==> src/rtl/approx_mul_pkg.sv <==
// Shared helpers and stage payload for the pipelined
// approximate unsigned multiplier.
package approx_mul_pkg;

  localparam int MAXW = 32;
  localparam int MAXT = 16;
  localparam int PW   = 2 * MAXW + 1;
  localparam int IW   = $clog2(MAXW);

  typedef struct packed {
    logic [2*MAXW-1:0] z;
    logic              exact;
    logic [MAXT-1:0]   tag;
  } stage_t;

  // Low l rows collapse to one OR per column near the row-l boundary,
  // plus a single compensation bit at column w-1.
  function automatic logic [PW-1:0] approx_pp(
    input logic [MAXW-1:0] x,
    input logic [MAXW-1:0] y,
    input int              w,
    input int              l
  );
    logic [PW-1:0]     acc;
    logic [PW-1:0]     lim;
    logic [2*MAXW-1:0] cols;
    logic              comp;
    int                c;
    int                k;
    acc  = '0;
    cols = '0;
    comp = 1'b0;
    for (int i = 0; i < MAXW; i++) begin
      if (i >= l && i < w && x[i[IW-1:0]])
        acc = acc + (PW'(y) << i);
      k = w - 2 - i;
      if (i < l && k >= 0)
        comp = comp | (x[i[IW-1:0]] & y[k[IW-1:0]]);
      for (int j = 0; j < MAXW; j++) begin
        c = i + j;
        if (i < l && j < w && c >= w - 1 && c <= w + l - 2)
          cols[c[IW:0]] = cols[c[IW:0]] |
                          (x[i[IW-1:0]] & y[j[IW-1:0]]);
      end
    end
    acc = acc + PW'(cols);
    acc = acc + (PW'(comp) << (w - 1));
    lim = (PW'(1) << (2 * w)) - PW'(1);
    if (acc > lim)
      acc = lim;
    return acc;
  endfunction

endpackage

==> src/rtl/approx_umul_core.sv <==
// Combinational exact/approximate unsigned multiplier,
// usable standalone or inside the pipeline.
module approx_umul_core
  import approx_mul_pkg::*;
#(
  parameter int W = 8,
  parameter int L = 2
) (
  input  logic [W-1:0]   x,
  input  logic [W-1:0]   y,
  input  logic           exact,
  output logic [2*W-1:0] z
);

  logic [PW-1:0]  ap;
  logic [2*W-1:0] ex;
  logic           unused_ap;

  assign ap = approx_pp(MAXW'(x), MAXW'(y), W, L);
  assign ex = (2 * W)'(x) * (2 * W)'(y);
  assign z  = exact ? ex : ap[2*W-1:0];

  // Upper bits are zero after saturation.
  assign unused_ap = ^ap;

endmodule

==> src/rtl/approx_umul_pipe.sv <==
// Valid/ready pipeline around approx_umul_core; the whole
// pipe advances together and stalls freeze every stage.
module approx_umul_pipe
  import approx_mul_pkg::*;
#(
  parameter int W      = 8,
  parameter int L      = 2,
  parameter int STAGES = 2,
  parameter int TAG_W  = 4
) (
  input  logic             clk,
  input  logic             rst_n,
  input  logic             in_valid,
  output logic             in_ready,
  input  logic [W-1:0]     in_x,
  input  logic [W-1:0]     in_y,
  input  logic             in_exact,
  input  logic [TAG_W-1:0] in_tag,
  output logic             out_valid,
  input  logic             out_ready,
  output logic [2*W-1:0]   out_z,
  output logic [TAG_W-1:0] out_tag
);

  logic              adv;
  logic [STAGES-1:0] v_q;
  logic [W-1:0]      x_q;
  logic [W-1:0]      y_q;
  logic              ex_q;
  logic [TAG_W-1:0]  tag_q;
  logic [2*W-1:0]    z_c;
  stage_t            s1;
  stage_t            out_s;
  logic              unused_s;

  assign adv       = !out_valid | out_ready;
  assign in_ready  = adv;
  assign out_valid = v_q[STAGES-1];

  always_ff @(posedge clk or negedge rst_n) begin
    if (!rst_n) begin
      v_q   <= '0;
      x_q   <= '0;
      y_q   <= '0;
      ex_q  <= 1'b0;
      tag_q <= '0;
    end else if (adv) begin
      v_q <= (v_q << 1) | STAGES'(in_valid);
      if (in_valid) begin
        x_q   <= in_x;
        y_q   <= in_y;
        ex_q  <= in_exact;
        tag_q <= in_tag;
      end
    end
  end

  approx_umul_core #(
    .W(W),
    .L(L)
  ) u_core (
    .x    (x_q),
    .y    (y_q),
    .exact(ex_q),
    .z    (z_c)
  );

  always_comb begin
    s1       = '0;
    s1.z     = (2 * MAXW)'(z_c);
    s1.exact = ex_q;
    s1.tag   = MAXT'(tag_q);
  end

  if (STAGES == 1) begin : g_comb
    assign out_s = s1;
  end else begin : g_reg
    stage_t pay_q [STAGES-1];

    always_ff @(posedge clk or negedge rst_n) begin
      if (!rst_n) begin
        for (int k = 0; k < STAGES - 1; k++)
          pay_q[k] <= '0;
      end else if (adv) begin
        pay_q[0] <= s1;
        for (int k = 1; k < STAGES - 1; k++)
          pay_q[k] <= pay_q[k-1];
      end
    end

    assign out_s = pay_q[STAGES-2];
  end

  assign out_z    = out_s.z[2*W-1:0];
  assign out_tag  = out_s.tag[TAG_W-1:0];
  assign unused_s = ^out_s;

endmodule

==> config.mk <==
export PLATFORM = sky130hd
export DESIGN_NAME = approx_umul_pipe
export DESIGN_NICKNAME = d
export VERILOG_FILES = /design/src/rtl/approx_mul_pkg.sv /design/src/rtl/approx_umul_core.sv /design/src/rtl/approx_umul_pipe.sv
export SDC_FILE = /design/constraint.sdc
export NUM_CORES = 1
export LEC_CHECK = 0
export CAP_MARGIN = 25
export CELL_PAD_IN_SITES_DETAIL_PLACEMENT = 0
export CELL_PAD_IN_SITES_GLOBAL_PLACEMENT = 1
export CORE_MARGIN = 4
export CORE_UTILIZATION = 50
export CTS_CLUSTER_SIZE = 40
export DETAILED_ROUTE_END_ITERATION = 10
export PLACE_DENSITY_LB_ADDON = 0.08
export SKIP_CTS_REPAIR_TIMING = 1
export SLEW_MARGIN = 10
export SYNTH_ARGS = -nofsm -noshare
export SYNTH_HDL_FRONTEND = slang
export SYNTH_SLANG_ARGS = --single-unit
==> constraint.sdc <==
create_clock -name clk -period 21.2 [get_ports clk]
set_input_delay 3.18 -clock clk [delete_from_list [all_inputs] [get_ports clk]]
set_output_delay 3.18 -clock clk [all_outputs]
set_load 0.005 [all_outputs]
==> metrics.txt <==
Final Hold Violating Endpoints=0; CTS sink count=43; TritonCTS Buffers=5; vias in the first global route=5,518; crit-path max FO=16; grt total ovfl=0; clock root buffer=clkbuf_16; Worst EP required=21.44 ns; critical path arrival=8.75 ns; multiplexer area fraction after synthesis=7.20%; Simple-Gate Fraction of Synth Area=16.8%; FP Rows=40; Hold Path End=out_tag[1]$_DFFE_PN0N_; Max Freq=0.117 GHz; Setup TNS=0 ns; worst flop-to-flop path startpoint=y_q[2]$_DFFE_PN0P_; asr flop ratio synth=100%; maximum capacitance violations=0; Worst setup EP type=flop; slew margin rel.=41.7%; Bufs on Longest Clock Path=2; DR DRC count=0; register area share after synthesis=17.0%; max incr delay on CP=0.74 ns; Synth Flop Type=dfrtp_1; CTS tree=yes; HP Class=reg2reg; Via density=5.77; Die X-Extent=121 um; DRT Wirelength=16,500 um; status=finished, final reports clean; Avg Inst Size Synth=8.54 um2; Syn Std Cell Area=6340 um2; core area=12,200 um2; Post-Syn Nets=892; vias post-DR=5,433; PortBufs=46; Worst-Skew Late Latency=0.30 ns; Initial DRC Count=327; Initial Util=51.9%; Netlist cell types=63; initial antenna violation count=0; slowest CP cell=dfrtp_1; final setup vio count=0; Startpoint Class=flop; GP Congestion=0.884; # IOs=47; Area Overhead vs Synth=12.0%; Post-synth EDFFs=0; Die Y-Extent=121 um; RSZ-0062 raised after global routing=no; Tmin final=8.52 ns; layout cells sized above 1=8.01%; Final nets=923; Yosys warning count=0; Worst Max-Slew Pin Slew=0.875 ns; FF-to-FF End=out_z[4]$_DFFE_PN0N_; commonest cells after routing, fill and taps aside=inv_1, ha_1, nand2_1; hold depth=2; Seq cells post-synth=43; wire per inst=17.5 um; Synth Area in Adders=29.6%; DP HPWL=12,400 um; final worst-path cycle share=40.2%; largest family of logic cells by synthesized area=adder cells; xor/xnor share of the synthesized area=4.97%; Worst Path Buf+Inv=1; fill cell count=1,185; post-synthesis cell count=742; fin. max-slew vios=0; complex-gate fraction of the synthesized area=17.6%; DR pass1 iterations=5; Worst-path clk slew=0.07 ns; H-tree levels=2; R2R depth=34; most frequent cell on the critical path=ha_1; Detail Route Antenna Nets=0; diode count=0; min-delay src=out_tag[1]$_DFFE_PN0N_; largest net degree at the start of global routing=44; overall global routing resource usage=23.6%; Clock Skew=0.00816 ns; die footprint=14,500 um2; crit-path leading delay family=simple AND/OR/NAND/NOR gates; first-pass GRT wire length=27,600 um; critical path class=reg2reg; reg2reg setup slack=12.68 ns
## how the worst max path moves through the flow
stage / from / to / slack (ns) / cells after the start
after global routing: y_q[2]$_DFFE_PN0P_ / out_z[4]$_DFFE_PN0N_ / 12.05 / 35
after detailed placement: y_q[2]$_DFFE_PN0P_ / out_z[4]$_DFFE_PN0N_ / 12.79 / 35
after CTS: y_q[2]$_DFFE_PN0P_ / out_z[4]$_DFFE_PN0N_ / 12.75 / 35
after global placement: out_ready / in_ready / 13.00 / 4
final: y_q[2]$_DFFE_PN0P_ / out_z[4]$_DFFE_PN0N_ / 12.68 / 34
after floorplan: y_q[1]$_DFFE_PN0P_ / out_z[0]$_DFFE_PN0N_ / 13.59 / 34
## final cells by class
cell class	instances	area [um2]	area share, %
clock buffers	5	125	1.76
clock inverters	3	23.8	0.335
inverters	84	315	4.44
multi-input cells	586	4830	68.0
flip-flops and latches	43	1080	15.1
well taps	168	210	2.96
repair buffers	53	520	7.33
## flip-flops by register name, indices dropped and copies added, names as in the netlist
signal / count
y_q: 8
v_q: 2
ex_q: 1
x_q: 8
out_z: 16
out_tag: 4
tag_q: 4
## logic make-up (layout without fill, tap and decap cells)
kind of cell | after synthesis | after routing
AO/OA/AOI/OAI | 164 | 164
XOR/XNOR | 36 | 36
adder cells (fa/ha/maj) | 125 | 125
buffers and inverters | 113 | 145
flip-flops | 43 | 43
multiplexers | 42 | 42
AND/OR/NAND/NOR | 219 | 219
## synth_stat cells (all sizes together), types with 9 or more instances
cell    count  area, um2
mux2i      13        130
mux2       29        327
ha         83       1040
inv        84        315
a31oi      17        119
nor2       46        173
and2       31        194
dfrtp      43       1080
a211oi     11       82.6
xnor2      17        149
clkbuf     21       78.8
nand2      76        288
fa         42        841
o21ai      30        150
xor2       19        166
a21oi      38        190
a21o       11       82.6
nand2b      9       56.3
nor3       18       90.1
o211ai     10       75.1
## layer usage
layer,vias up,global-route usage [%],wire length [um]
met2,135,38.5,7620
met5,-,0,0
met4,0,5.38,235
met3,19,3.88,873
li1,2641,-,-
met1,2638,32.9,7730
## through the flow
step	instances	instance area, um2	hold WS (ns)	setup WS (ns)	utilization (%)
after global placement	932	6930	0.442	13.00	56.7
after global routing	942	7100	0.498	12.05	58.2
final	942	7100	0.467	12.68	58.2
after floorplan	742	6340	0.435	13.59	-
after detailed placement	932	6930	0.456	12.79	56.7
after CTS	940	7080	0.471	12.75	57.9
## worst min-delay path, stage by stage (launching register included)
cell and delay (ns):
dfrtp_1 0.34, nand2_1 0.05, nand2_1 0.05
Power is not shown: default switching activity piles up to over one toggle a cycle in this logic, so the estimate is an artifact.
